--- src/rtl/io_dec_pkg.sv ---
// Shared types, widths and address-match helper for the IO space decoder.
package io_dec_pkg;

   localparam int unsigned WAIT_W = 4;
   localparam int unsigned TO_W   = 8;
   localparam int unsigned MAX_CH = 16;
   localparam int unsigned MAX_AW = 32;

   typedef logic [2:0] state_t;

   localparam state_t ST_IDLE   = 3'd0;
   localparam state_t ST_DECODE = 3'd1;
   localparam state_t ST_WAIT   = 3'd2;
   localparam state_t ST_ACK    = 3'd3;
   localparam state_t ST_NOMAP  = 3'd4;
   localparam state_t ST_ERR    = 3'd5;
   localparam state_t ST_DONE   = 3'd6;

   // Channel i matches when every mask-selected bit of addr equals its base.
   function automatic logic [MAX_CH-1:0] match_vec(
      input logic [MAX_AW-1:0]        addr,
      input logic [MAX_CH*MAX_AW-1:0] base,
      input logic [MAX_CH*MAX_AW-1:0] mask
   );
      logic [MAX_CH-1:0] m;
      m = '0;
      for (int i = 0; i < int'(MAX_CH); i++) begin
         m[i] = ~|((addr ^ base[i*MAX_AW +: MAX_AW]) & mask[i*MAX_AW +: MAX_AW]);
      end
      return m;
   endfunction

endpackage

--- src/rtl/io_bus_decoder_ws_if.sv ---
// 68k IO bus bundle between the CPU side (master) and the decoder (slave).
interface io_bus_decoder_ws_if #(
   parameter int unsigned NUM_CH = 4,
   parameter int unsigned ADDR_W = 16
);
   logic [ADDR_W-1:0] Address;
   logic              IO_Select_H;
   logic              AS_L;
   logic [NUM_CH-1:0] Enable_H;
   logic [NUM_CH-1:0] Strobe_H;
   logic              DTACK_L;
   logic              BERR_L;
   logic              Busy_H;

   modport master (
      output Address, IO_Select_H, AS_L,
      input  Enable_H, Strobe_H, DTACK_L, BERR_L, Busy_H
   );

   modport slave (
      input  Address, IO_Select_H, AS_L,
      output Enable_H, Strobe_H, DTACK_L, BERR_L, Busy_H
   );
endinterface

--- src/rtl/io_dec_prio_enc.sv ---
// Lowest-index-wins priority encoder, purely combinational.
module io_dec_prio_enc #(
   parameter  int unsigned N     = 4,
   localparam int unsigned IDX_W = (N > 1) ? $clog2(N) : 1
) (
   input  logic [N-1:0]     req,
   output logic [IDX_W-1:0] idx_c,
   output logic             valid_c
);

   // Scan from the top down so the lowest set bit is the last one written.
   always_comb begin
      idx_c   = '0;
      valid_c = 1'b0;
      for (int i = int'(N) - 1; i >= 0; i--) begin
         if (req[i]) begin
            idx_c   = IDX_W'(i);
            valid_c = 1'b1;
         end
      end
   end

endmodule

--- src/rtl/io_bus_decoder_ws.sv ---
// Multi-channel 68k IO decoder: per-channel enable/strobe, wait-state DTACK
// generation and BERR on timeout for unmapped accesses.
module io_bus_decoder_ws
   import io_dec_pkg::*;
#(
   parameter int unsigned              NUM_CH  = 4,
   parameter int unsigned              ADDR_W  = 16,
   parameter logic [NUM_CH*ADDR_W-1:0] CH_BASE = {16'h8020, 16'h8000, 16'h0030, 16'h0010},
   parameter logic [NUM_CH*ADDR_W-1:0] CH_MASK = {4{16'hFFF0}},
   parameter logic [NUM_CH*WAIT_W-1:0] CH_WAIT = {4'd0, 4'd2, 4'd1, 4'd0},
   parameter int unsigned              TIMEOUT = 64
) (
   input logic                Clk,
   input logic                Reset_H,
   io_bus_decoder_ws_if.slave bus
);

   localparam int unsigned IDX_W = (NUM_CH > 1) ? $clog2(NUM_CH) : 1;

   logic [MAX_CH*MAX_AW-1:0] base_x;
   logic [MAX_CH*MAX_AW-1:0] mask_x;
   logic [WAIT_W-1:0]        wait_tbl [NUM_CH];
   logic [MAX_CH-1:0]        match_all;
   logic [NUM_CH-1:0]        match;
   logic                     unused_match;
   logic [IDX_W-1:0]         enc_idx;
   logic                     enc_valid;
   logic [NUM_CH-1:0]        enc_onehot;

   state_t            state_q, state_d;
   logic [IDX_W-1:0]  ch_q, ch_d;
   logic              vld_q, vld_d;
   logic [WAIT_W-1:0] wcnt_q, wcnt_d;
   logic [TO_W-1:0]   to_q, to_d;
   logic [NUM_CH-1:0] en_q, en_d;
   logic [NUM_CH-1:0] stb_q, stb_d;
   logic              dtack_q, dtack_d;
   logic              berr_q, berr_d;
   logic              busy_q, busy_d;

   // Widen the per-channel parameter tables to the helper's fixed layout.
   always_comb begin
      base_x = '0;
      mask_x = '0;
      for (int i = 0; i < int'(NUM_CH); i++) begin
         base_x[i*MAX_AW +: MAX_AW] = MAX_AW'(CH_BASE[i*ADDR_W +: ADDR_W]);
         mask_x[i*MAX_AW +: MAX_AW] = MAX_AW'(CH_MASK[i*ADDR_W +: ADDR_W]);
         wait_tbl[i]                = CH_WAIT[i*WAIT_W +: WAIT_W];
      end
   end

   assign match_all    = match_vec(MAX_AW'(bus.Address), base_x, mask_x);
   assign match        = match_all[NUM_CH-1:0];
   assign unused_match = ^match_all;

   io_dec_prio_enc #(.N(NUM_CH)) u_prio_enc (
      .req     (match),
      .idx_c   (enc_idx),
      .valid_c (enc_valid)
   );

   assign enc_onehot = NUM_CH'(1) << enc_idx;

   always_ff @(posedge Clk or posedge Reset_H) begin
      if (Reset_H) begin
         state_q <= ST_IDLE;
         ch_q    <= '0;
         vld_q   <= 1'b0;
         wcnt_q  <= '0;
         to_q    <= '0;
         en_q    <= '0;
         stb_q   <= '0;
         dtack_q <= 1'b1;
         berr_q  <= 1'b1;
         busy_q  <= 1'b0;
      end else begin
         state_q <= state_d;
         ch_q    <= ch_d;
         vld_q   <= vld_d;
         wcnt_q  <= wcnt_d;
         to_q    <= to_d;
         en_q    <= en_d;
         stb_q   <= stb_d;
         dtack_q <= dtack_d;
         berr_q  <= berr_d;
         busy_q  <= busy_d;
      end
   end

   // Next state and next registered outputs; AS_L high always ends the cycle.
   always_comb begin
      state_d = state_q;
      ch_d    = ch_q;
      vld_d   = vld_q;
      wcnt_d  = wcnt_q;
      to_d    = to_q;
      en_d    = en_q;
      stb_d   = '0;
      dtack_d = 1'b1;
      berr_d  = 1'b1;

      case (state_q)
         ST_IDLE: begin
            en_d = '0;
            if (!bus.AS_L && bus.IO_Select_H) begin
               state_d = ST_DECODE;
               ch_d    = enc_idx;
               vld_d   = enc_valid;
               if (enc_valid) begin
                  en_d  = enc_onehot;
                  stb_d = enc_onehot;
               end
            end
         end
         ST_DECODE: begin
            if (bus.AS_L) begin
               state_d = ST_IDLE;
               en_d    = '0;
            end else if (vld_q) begin
               wcnt_d  = wait_tbl[ch_q];
               state_d = (wait_tbl[ch_q] != '0) ? ST_WAIT : ST_ACK;
            end else begin
               to_d    = TO_W'(TIMEOUT - 1);
               state_d = ST_NOMAP;
            end
         end
         ST_WAIT: begin
            if (bus.AS_L) begin
               state_d = ST_IDLE;
               en_d    = '0;
            end else begin
               if (wcnt_q != '0) wcnt_d = wcnt_q - WAIT_W'(1);
               if (wcnt_q <= WAIT_W'(1)) state_d = ST_ACK;
            end
         end
         ST_ACK: begin
            if (bus.AS_L) begin
               state_d = ST_IDLE;
               en_d    = '0;
            end else begin
               dtack_d = 1'b0;
            end
         end
         ST_NOMAP: begin
            if (bus.AS_L) begin
               state_d = ST_IDLE;
            end else if (to_q == '0) begin
               state_d = ST_ERR;
               berr_d  = 1'b0;
            end else begin
               to_d = to_q - TO_W'(1);
            end
         end
         ST_ERR: begin
            if (bus.AS_L) state_d = ST_IDLE;
            else          berr_d  = 1'b0;
         end
         default: begin
            state_d = ST_IDLE;
            en_d    = '0;
         end
      endcase

      busy_d = (state_d != ST_IDLE);
   end

   assign bus.Enable_H = en_q;
   assign bus.Strobe_H = stb_q;
   assign bus.DTACK_L  = dtack_q;
   assign bus.BERR_L   = berr_q;
   assign bus.Busy_H   = busy_q;

endmodule
--- src/flat_wrapper.sv ---
// flat-port wrapper written by rule: the top's interface ports become plain ports
module io_bus_decoder_ws_flat import io_dec_pkg::*;
#(
   parameter int unsigned              NUM_CH  = 4,
   parameter int unsigned              ADDR_W  = 16,
   parameter logic [NUM_CH*ADDR_W-1:0] CH_BASE = {16'h8020, 16'h8000, 16'h0030, 16'h0010},
   parameter logic [NUM_CH*ADDR_W-1:0] CH_MASK = {4{16'hFFF0}},
   parameter logic [NUM_CH*WAIT_W-1:0] CH_WAIT = {4'd0, 4'd2, 4'd1, 4'd0},
   parameter int unsigned              TIMEOUT = 64
)
  (Clk, Reset_H, bus_Address, bus_IO_Select_H, bus_AS_L, bus_Enable_H, bus_Strobe_H, bus_DTACK_L, bus_BERR_L, bus_Busy_H);
  io_bus_decoder_ws_if #(.NUM_CH(NUM_CH), .ADDR_W(ADDR_W)) bus_i ();
  input logic Clk;
  input logic Reset_H;
  input wire logic [$bits(bus_i.Address)-1:0] bus_Address;
  input wire logic [$bits(bus_i.IO_Select_H)-1:0] bus_IO_Select_H;
  input wire logic [$bits(bus_i.AS_L)-1:0] bus_AS_L;
  output wire logic [$bits(bus_i.Enable_H)-1:0] bus_Enable_H;
  output wire logic [$bits(bus_i.Strobe_H)-1:0] bus_Strobe_H;
  output wire logic [$bits(bus_i.DTACK_L)-1:0] bus_DTACK_L;
  output wire logic [$bits(bus_i.BERR_L)-1:0] bus_BERR_L;
  output wire logic [$bits(bus_i.Busy_H)-1:0] bus_Busy_H;
  assign bus_i.Address = bus_Address;
  assign bus_i.IO_Select_H = bus_IO_Select_H;
  assign bus_i.AS_L = bus_AS_L;
  assign bus_Enable_H = bus_i.Enable_H;
  assign bus_Strobe_H = bus_i.Strobe_H;
  assign bus_DTACK_L = bus_i.DTACK_L;
  assign bus_BERR_L = bus_i.BERR_L;
  assign bus_Busy_H = bus_i.Busy_H;
  io_bus_decoder_ws #(.NUM_CH(NUM_CH), .ADDR_W(ADDR_W), .CH_BASE(CH_BASE), .CH_MASK(CH_MASK), .CH_WAIT(CH_WAIT), .TIMEOUT(TIMEOUT)) u_core (.Clk(Clk), .Reset_H(Reset_H), .bus(bus_i));
endmodule
--- config.mk ---
export PLATFORM = sky130hd
export DESIGN_NAME = io_bus_decoder_ws_flat
export DESIGN_NICKNAME = d
export VERILOG_FILES = /design/src/rtl/io_dec_pkg.sv /design/src/rtl/io_bus_decoder_ws_if.sv /design/src/rtl/io_dec_prio_enc.sv /design/src/rtl/io_bus_decoder_ws.sv /design/src/flat_wrapper.sv
export SDC_FILE = /design/constraint.sdc
export NUM_CORES = 1
export LEC_CHECK = 0
export BUFFER_PORTS_ARGS = -buffer_cell sky130_fd_sc_hd__clkbuf_2
export CAP_MARGIN = 0
export CORE_UTILIZATION = 58
export CTS_CLUSTER_DIAMETER = 50
export DETAILED_ROUTE_END_ITERATION = 7
export PLACE_DENSITY = 0.86
export SLEW_MARGIN = 10
export SYNTH_ARGS = -nofsm -noshare
export SYNTH_HDL_FRONTEND = slang
export SYNTH_SLANG_ARGS = --single-unit
export TNS_END_PERCENT = 20
--- constraint.sdc ---
create_clock -name Clk -period 5.1 [get_ports Clk]
set_input_delay 0.765 -clock Clk [delete_from_list [all_inputs] [get_ports Clk]]
set_output_delay 0.765 -clock Clk [all_outputs]
set_load 0.05 [all_outputs]
==> results.sh, run 1 <==
export IMPL_status="finished, final reports clean"
export IMPL_first_pass_iters=4
export IMPL_clock_sinks=29
export IMPL_critPathMaxFanout=9
export IMPL_cp_data_required_time_ns=5.32
export IMPL_switching_share_pct=30.6
export IMPL_grt_max_degree=30
export IMPL_path_clk_slew_ns=0.09
export IMPL_setup_viol=0
export IMPL_period_share_pct=40.7
export IMPL_drc=0
export IMPL_io_pins=31
export IMPL_layout_nets=211
export IMPL_reg2reg_depth=4
export IMPL_root_buffer="clkbuf_4"
export IMPL_drtIter0Drc=20
export IMPL_ys_warnings_count=0
export IMPL_powerDensity_nw_per_um2=275
export IMPL_finalMaxSlewViolations=0
export IMPL_async_flop_share_pct=100
export IMPL_power_mw=0.482
export IMPL_relSlewSlack_pct=30.1
export IMPL_die_h_um=53.9
export IMPL_comb_power_share_pct=16.5
export IMPL_cts_hold_buf=0
export IMPL_period_minus_slack_ns=2.08
export IMPL_worstPathArrival_ns=2.29
export IMPL_initial_core_util_pct=62.5
export IMPL_rsz0062_at_grt="false"
export IMPL_grt_pass1_vias=1139
export IMPL_ctsResizeCount=0
export IMPL_max_clock_freq_mhz=481
export IMPL_path_class="in -> reg"
export IMPL_die_area_um2=2900
export IMPL_hold_viol_final=0
export IMPL_ir_worst_vdd_mv=0.288
export IMPL_hp_start="u_core.bus.Enable_H[0]"
export IMPL_core_area_um2=2500
export IMPL_yosys_most_used_dff="dfrtp_1"
export IMPL_worst_slack_ns=3.02
export IMPL_yosys_cell_types_count=48
export IMPL_postCtsSetupBuffers=0
export IMPL_grt_use_total_pct=23.6
export IMPL_p_int_mw=0.334
export IMPL_syn_area_um2=1560
export IMPL_viasPerCell=5.78
export IMPL_port_buffers=26
export IMPL_clockPowerShare_pct=26.8
export IMPL_overflow=0
export IMPL_synth_area_per_cell_um2=10.0
export IMPL_ys_seq_area_share_pct=46.6
export IMPL_clock_latency_ns=0.32
export IMPL_seqPwrFrac_pct=56.7
export IMPL_start_kind="input pin"
export IMPL_antenna_found_initial=0
export IMPL_fin_setup_tns_ns=0
export IMPL_diodes=0
export IMPL_hold_slack_ns=0.486
export IMPL_drv_cap=0
export IMPL_drive_gt1_share_pct=25.3
export IMPL_p_switching_mw=0.148
export IMPL_skew_ns=0.0130
export IMPL_grt_pass1_wl_mm=4.81
export IMPL_place_congestion=0.765
export IMPL_syn_to_final_growth_pct=12.4
export IMPL_hold_depth=1
export IMPL_vias=1248
export IMPL_min_path_type="reg -> reg"
export IMPL_synth_edf_count=0
export IMPL_r2r_slack_ns=3.08
export IMPL_h_tree_depth=2
export IMPL_place_ws_ns=2.70
export IMPL_p_leak_nw=0.850
export IMPL_endpoint_kind="flop"
export IMPL_r2r_start="u_core.state_q[2]"
export IMPL_cts_tree="done"
export IMPL_syn_num_nets=182
export IMPL_fp_dieW_um=53.9
export IMPL_wirelength_mm=2.94
export IMPL_n_fill_cell=197
export IMPL_final_common_cell="dfrtp_1"
export IMPL_final_cell_mix="27 x dfrtp_1, 26 x clkbuf_2, 18 x nor2_1"
export IMPL_clockBufferDepth=2
export IMPL_synth_seq_cells=29
export IMPL_wl_per_cell_um=13.6
export IMPL_dp_hpwl_mm=2.21
export IMPL_r2r_end="u_core.to_q[1]"
export IMPL_detail_route_antenna_nets=0
export IMPL_worst_slew_pin_transition_ns=1.05
export IMPL_num_rows=18
export IMPL_syn_inst=156
export IMPL_hold_end="u_core.bus.Enable_H[0]"
export IMPL_numCtsBuffers=5
==> stage by stage <==
stage               util (%)  instance area (um^2)  instances
global route            70.2                  1760        216
finish                  70.2                  1760        216
global placement        68.3                  1710        208
CTS                     70.2                  1760        216
detailed placement      68.3                  1710        208
floorplan                  -                  1560        156
==> cell type report <==
class | instances | area, um^2 | share of cell area [%]
Timing Repair Buffer | 26 | 130 | 7.41
Tap cell | 30 | 37.5 | 2.14
Sequential cell | 29 | 728 | 41.5
Inverter | 11 | 41.3 | 2.35
Clock buffer | 8 | 48.8 | 2.78
Multi-Input combinational cell | 112 | 769 | 43.8
==> worst max-delay path by stage <==
stage	from	to	slack (ns)	cells past startpoint
after floorplan	bus_AS_L	u_core.to_q[1]	2.90	5
after global placement	bus_AS_L	u_core.to_q[1]	2.74	5
after detailed placement	bus_AS_L	u_core.to_q[1]	2.70	5
after CTS	bus_AS_L	u_core.to_q[1]	3.05	5
after global routing	u_core.wcnt_q[0]	u_core.wcnt_q[3]	2.95	6
final	bus_AS_L	u_core.to_q[1]	3.02	5
==> power groups by stage <==
stage	clock (mW)	sequential, mW	combinational, mW
floorplan	0	0.272	0.0616
global placement	0	0.275	0.0758
detailed placement	0	0.277	0.0791
CTS	0.131	0.272	0.0799
global route	0.141	0.276	0.0881
finish	0.129	0.273	0.0796
==> synthesized netlist by cell type (all sizes together) (2+ instances only) <==
cell type	count	area share, %
or4b	2	1.5
dfstp	2	3.4
nor3	6	1.9
nand2	14	3.4
clkbuf	2	0.48
ha	6	4.8
a22oi	2	0.96
nor2	19	4.7
o21bai	2	0.96
nor4	6	4.3
a21oi	7	2.7
nand3	3	0.96
buf	2	0.96
or3b	3	1.7
mux2i	2	1.3
inv	11	2.6
or3	3	1.2
o211ai	3	1.4
mux2	2	1.7
dfrtp	27	43
nand2b	4	1.6
a21o	4	1.9
o21ai	6	1.9
==> state kept, by name, indices dropped and copies added (netlist names) <==
name and count:
u_core.bus.BERR_L 1, u_core.bus.Busy_H 1, u_core.bus.DTACK_L 1, u_core.bus.Enable_H 4, u_core.bus.Strobe_H 4, u_core.ch_q 2
u_core.state_q 3, u_core.to_q 8, u_core.vld_q 1, u_core.wcnt_q 4
==> routing by layer <==
layer / up-vias / track usage, % / part of all wire (%)
li1: 616 / - / -
met1: 575 / 30.1 / 45
met2: 51 / 37.2 / 47
met3: 6 / 7.06 / 7.4
met4: 0 / 9.65 / 1.1
met5: - / 0 / 0
==> kinds of logic after synthesis <==
kind of cell	count (synthesis)	synth area share [%]
and+or+nand+nor	68	26.1
AOI/OAI and AO/OA	34	15.4
DFF	29	46.6
buffers and inverters	15	4.09
adders and majority gates	6	4.81
muxes	4	2.96
==> worst max-delay path, stage by stage <==
cell and delay (ns):
clkbuf_2 0.18, or4b_4 0.60, a21oi_2 0.33, nor2_2 0.10, mux2_4 0.31
No activity file was read; power rests on OpenSTA's default activity.
==> run 2, diff against run 1 <==
--- a/config.mk
+++ b/config.mk
@@ -7,10 +7,10 @@
 export LEC_CHECK = 0
 export BUFFER_PORTS_ARGS = -buffer_cell sky130_fd_sc_hd__clkbuf_2
 export CAP_MARGIN = 0
-export CORE_UTILIZATION = 58
+export CORE_UTILIZATION = 49
 export CTS_CLUSTER_DIAMETER = 50
 export DETAILED_ROUTE_END_ITERATION = 7
-export PLACE_DENSITY = 0.86
+export PLACE_DENSITY = 0.78
 export SLEW_MARGIN = 10
 export SYNTH_ARGS = -nofsm -noshare
 export SYNTH_HDL_FRONTEND = slang
==> constraint.sdc (replaced) <==
create_clock -name Clk -period 1.8 [get_ports Clk]
set_input_delay 0.27 -clock Clk [delete_from_list [all_inputs] [get_ports Clk]]
set_output_delay 0.27 -clock Clk [all_outputs]
set_load 0.05 [all_outputs]
==> run 2 against run 1 <==
Compared with the run above:
- via count increased by 7.1%
- sequential share of layout area decreased by 4.6 points
- combinational power increased to 3.9 times the previous value
- global-route usage decreased by 1.2 points
- cell area increased by 13%
- clock skew decreased by 0.0063 ns
- register-to-register slack got worse by 3.1 ns
- non-clock buffer count increased by 18
- core utilization decreased by 5.0 points
- die area increased by 18%
- critical endpoint is now u_core.to_q[7]
==> results.sh, run 2 (synthesis gave the netlist of run 1 again) <==
export IMPL_dp_cells=239
export IMPL_root_buffer="clkbuf_4"
export IMPL_core_area_um2=3030
export IMPL_grt_pass1_vias=1278
export IMPL_vias=1336
export IMPL_max_clock_freq_mhz=565
export IMPL_powerDensity_nw_per_um2=828
export IMPL_diodes=0
export IMPL_top_register="u_core.to_q"
export IMPL_overflow=0
export IMPL_place_congestion=0.835
export IMPL_wirelength_mm=3.30
export IMPL_grt_use_total_pct=22.4
export IMPL_worst_slew_pin_transition_ns=0.471
export IMPL_setup_viol=0
export IMPL_dp_hpwl_mm=2.37
export IMPL_fp_dieW_um=58.5
export IMPL_path_clk_slew_ns=0.10
export IMPL_hold_viol_final=0
export IMPL_finalMaxSlewViolations=0
export IMPL_min_path_type="in -> reg"
export IMPL_viasPerCell=5.39
export IMPL_crit_buf_inv=0
export IMPL_ir_worst_vdd_mv=0.455
export IMPL_clock_sinks=29
export IMPL_largest_reg_flops=8
export IMPL_cp_data_required_time_ns=2.08
export IMPL_worstPathArrival_ns=2.05
export IMPL_syn_to_final_growth_pct=26.5
export IMPL_worst_slack_ns=0.0294
export IMPL_period_share_pct=98.4
export IMPL_drtIter0Drc=38
export IMPL_n_fill_cell=223
export IMPL_clockBufferDepth=2
export IMPL_die_area_um2=3420
export IMPL_grt_pass1_wl_mm=5.67
export IMPL_numCtsBuffers=5
export IMPL_fin_util_pct=65.2
export IMPL_drv_cap=0
export IMPL_fin_cells=248
export IMPL_p_leak_nw=0.963
export IMPL_crit_path_max_incr_delay_ns=0.55
export IMPL_initial_core_util_pct=51.6
export IMPL_clock_latency_ns=0.34
export IMPL_status="finished, final reports clean"
export IMPL_drive_gt1_share_pct=34.8
export IMPL_cp_top_family="simple AND/OR/NAND/NOR gates"
export IMPL_antenna_found_initial=0
export IMPL_num_rows=20
export IMPL_period_minus_slack_ns=1.77
export IMPL_relSlewSlack_pct=68.4
export IMPL_start_kind="flop"
export IMPL_place_ws_ns=0.0133
export IMPL_cts_tree="done"
export IMPL_die_h_um=58.5
export IMPL_rsz0062_at_grt="true"
export IMPL_layout_nets=229
export IMPL_skew_ns=0.00679
export IMPL_wl_per_cell_um=13.3
export IMPL_drc=0
export IMPL_placed_area_um2=1850
export IMPL_critPathSlowestCell="or4b_4"
export IMPL_path_cells="or4b_4 -> nand4b_4 -> or3b_1 -> a21oi_2"
export IMPL_first_pass_iters=4
export IMPL_grt_max_degree=30
export IMPL_final_cell_mix="26 x clkbuf_2, 26 x dfrtp_1, 18 x nor2_1"
export IMPL_detail_route_antenna_nets=0
export IMPL_port_buffers=26
export IMPL_endpoint_kind="flop"
export IMPL_path_class="reg -> reg"
export IMPL_hold_slack_ns=0.122
export IMPL_final_area_um2=1980
export IMPL_io_pins=31
export IMPL_critPathMaxFanout=5
export IMPL_h_tree_depth=2
-- run 2: final timing paths --
check                                        from                endpoint  slack, ns  cells past startpoint
max in group asynchronous                 Reset_H      u_core.bus.DTACK_L       0.97                      4
min in group asynchronous                 Reset_H          u_core.to_q[3]       0.52                      4
max reg2reg                     u_core.state_q[0]          u_core.to_q[7]       0.03                      4
min reg2reg                u_core.bus.Enable_H[3]  u_core.bus.Enable_H[3]       0.49                      2
max                             u_core.state_q[0]          u_core.to_q[7]       0.03                      4
min                                bus_Address[5]  u_core.bus.Strobe_H[2]       0.12                      2
-- run 2: what timing repair did --
item,CTS,global route
setup endpoints to repair,0,9
hold buffers,1,0
gates resized for setup,0,7
setup buffers,0,0
hold endpoints to repair,27,0
-- run 2: per-layer routing --
metal  vias to the layer above  track usage (%)  part of all wire [%]
met2                        38             35.0                    48
met1                       637             28.0                    44
met5                         -                0                     0
met4                         0             10.5                   2.2
met3                        10             7.69                   5.7
li1                        651                -                     -
-- run 2: stage by stage --
step / TNS [ns] / power [mW]
floorplan: 0 / 0.947
global placement: 0 / 1.05
detailed placement: 0 / 1.07
CTS: 0 / 1.64
global route: -0.0210 / 1.71
finish: 0 / 1.64
-- run 2: power breakdown --
group	internal [mW]	switching (mW)	total (mW)
Sequential	0.699	0.0540	0.753
Combinational	0.142	0.170	0.313
Clock	0.331	0.239	0.570
Total	1.17	0.463	1.64
-- run 2: area by class of cell --
type | count | area [um^2] | area share [%]
Clock inverter | 1 | 30.0 | 1.52
Inverter | 11 | 41.3 | 2.09
Tap cell | 44 | 55.1 | 2.79
Timing Repair Buffer | 44 | 268 | 13.6
Sequential cell | 29 | 729 | 36.9
Clock buffer | 7 | 55.1 | 2.79
Multi-Input combinational cell | 112 | 797 | 40.3
==> run 3, diff against run 2 <==
--- a/config.mk
+++ b/config.mk
@@ -7,6 +7,7 @@
 export LEC_CHECK = 0
 export BUFFER_PORTS_ARGS = -buffer_cell sky130_fd_sc_hd__clkbuf_2
 export CAP_MARGIN = 0
+export CORE_ASPECT_RATIO = 0.7
 export CORE_UTILIZATION = 49
 export CTS_CLUSTER_DIAMETER = 50
 export DETAILED_ROUTE_END_ITERATION = 7
==> run 3 against run 2 <==
Compared with the run above:
- fmax rose by 0.73%
- via count is 1.9% higher
- sequential power is 0.5% higher
- clock skew decreased by 0.0045 ns
- non-clock buffer count shrank 1
- die area grew 0.11%
- highest routed layer unchanged
==> results.sh, run 3 (synthesis gave the netlist of run 1 again) <==
export IMPL_grt_max_degree=30
export IMPL_multi_input_area_um2=800
export IMPL_seqPwrFrac_pct=42.7
export IMPL_layout_area_seq_um2=729
export IMPL_status="finished, final reports clean"
export IMPL_place_congestion=0.871
export IMPL_start_kind="flop"
export IMPL_period_minus_slack_ns=1.76
export IMPL_io_pins=31
export IMPL_fp_dieW_um=69.5
export IMPL_grt_pass1_vias=1374
export IMPL_layout_nets=228
export IMPL_drtIter0Drc=111
export IMPL_placed_area_um2=1840
export IMPL_h_tree_depth=2
export IMPL_vias=1361
export IMPL_postCtsSetupBuffers=0
export IMPL_grt_use_total_pct=23.5
export IMPL_final_area_um2=1990
export IMPL_largest_reg_flops=8
export IMPL_ir_worst_vdd_mv=0.717
export IMPL_relSlewSlack_pct=67.4
export IMPL_dp_hpwl_mm=2.60
export IMPL_wl_per_cell_um=14.5
export IMPL_final_cell_mix="26 x clkbuf_2, 26 x dfrtp_1, 18 x nor2_1"
export IMPL_dp_cells=231
export IMPL_drv_cap=0
export IMPL_cp_data_required_time_ns=2.01
export IMPL_switching_share_pct=26.9
export IMPL_detail_route_antenna_nets=0
export IMPL_syn_to_final_growth_pct=27.4
export IMPL_fin_cells=239
export IMPL_die_area_um2=3420
export IMPL_drc=0
export IMPL_antenna_found_initial=0
export IMPL_worst_slew_pin_transition_ns=0.485
export IMPL_diodes=0
export IMPL_n_fill_cell=212
export IMPL_p_int_mw=1.30
export IMPL_critPathMaxFanout=4
export IMPL_cts_hold_buf=0
export IMPL_grt_pass1_wl_mm=6.15
export IMPL_port_buffers=26
export IMPL_clock_latency_ns=0.28
export IMPL_path_clk_slew_ns=0.06
export IMPL_viasPerCell=5.69
export IMPL_max_clock_freq_mhz=569
export IMPL_setup_viol=0
export IMPL_clock_sinks=29
export IMPL_cts_tree="done"
export IMPL_hold_viol_final=0
export IMPL_p_switching_mw=0.477
export IMPL_top_register="u_core.to_q"
export IMPL_finalMaxSlewViolations=0
export IMPL_ctsResizeCount=0
export IMPL_die_h_um=49.2
export IMPL_endpoint_kind="flop"
export IMPL_num_rows=16
export IMPL_first_pass_iters=4
export IMPL_root_buffer="clkbuf_8"
export IMPL_fin_setup_tns_ns=0
export IMPL_initial_core_util_pct=53.8
export IMPL_period_share_pct=97.7
export IMPL_core_area_um2=2900
export IMPL_drive_gt1_share_pct=36.0
export IMPL_worstPathArrival_ns=1.97
export IMPL_rsz0062_at_grt="true"
export IMPL_path_class="reg -> reg"
export IMPL_clockPowerShare_pct=39.1
export IMPL_skew_ns=0.00228
export IMPL_overflow=0
export IMPL_clockBufferDepth=2
export IMPL_numCtsBuffers=5
export IMPL_comb_power_share_pct=18.2
export IMPL_wirelength_mm=3.47
export IMPL_powerDensity_nw_per_um2=891
export IMPL_min_path_type="in -> async"
export IMPL_p_leak_nw=0.970
[run 3: cell types whose count changed in the layout (fill, tap and decap cells not counted)]
cell           previous run  this run
clkbuf_4                  5         0
clkbuf_8                  1         6
dlygate4sd3_1             1         0
inv_1                    11        10
inv_2                     0         1
or3b_1                    1         0
or3b_4                    1         2
[run 3: worst paths after layout]
| path | startpoint | to | slack, ns | cells past startpoint |
|---|---|---|---|---|
| max | u_core.state_q[0] | u_core.to_q[7] | 0.04 | 4 |
| min | Reset_H | u_core.to_q[4] | 0.03 | 3 |
| max reg2reg | u_core.state_q[0] | u_core.to_q[7] | 0.04 | 4 |
| min reg2reg | u_core.bus.Enable_H[0] | u_core.bus.Enable_H[0] | 0.49 | 1 |
| max in group asynchronous | Reset_H | u_core.bus.DTACK_L | 1.46 | 3 |
| min in group Clk | bus_Address[5] | u_core.bus.Strobe_H[2] | 0.20 | 2 |
[run 3: layout make-up]
class / instances / area share (%)
clock inverter: 1 / 1.51
tap: 36 / 2.26
multi-input combinational: 112 / 40.2
sequential: 29 / 36.7
timing repair buffer: 43 / 13.0
inverter: 11 / 2.08
clock buffer: 7 / 4.34
[run 3: stage by stage]
step / util [%] / total power, mW / hold WS [ns] / worst slack (ns)
after CTS: 67.5 / 1.78 / 0.0429 / 0.00726
after global placement: 63.4 / 1.06 / 0.337 / 0.0452
after floorplan: - / 0.947 / 0.336 / 0.0817
after detailed placement: 63.4 / 1.08 / 0.343 / -0.0139
final: 68.5 / 1.77 / 0.0278 / 0.0421
after global routing: 68.5 / 1.86 / 0.0895 / -0.0371
[run 3: metal layers]
metal | up-vias | wire length [um] | GRT usage, %
met3 | 10 | 234 | 8.06
li1 | 651 | - | -
met2 | 56 | 1610 | 37.9
met4 | 0 | 65 | 7.14
met5 | - | 0 | 0
met1 | 644 | 1560 | 29.8
[run 3: critical path: stages, from the launching register on]
cell	delay [ns]
dfrtp_1	0.43
or4b_4	0.54
nand4b_4	0.19
or3b_4	0.39
a21oi_2	0.14
[run 3: power groups by stage]
stage          Clock (mW)  Combinational, mW  Sequential (mW)
2_1_floorplan           0              0.175            0.772
3_3_place_gp            0              0.301            0.758
3_5_place_dp            0              0.317            0.763
4_1_cts             0.705              0.321            0.752
5_1_grt             0.738              0.360            0.762
6_report            0.694              0.323            0.757
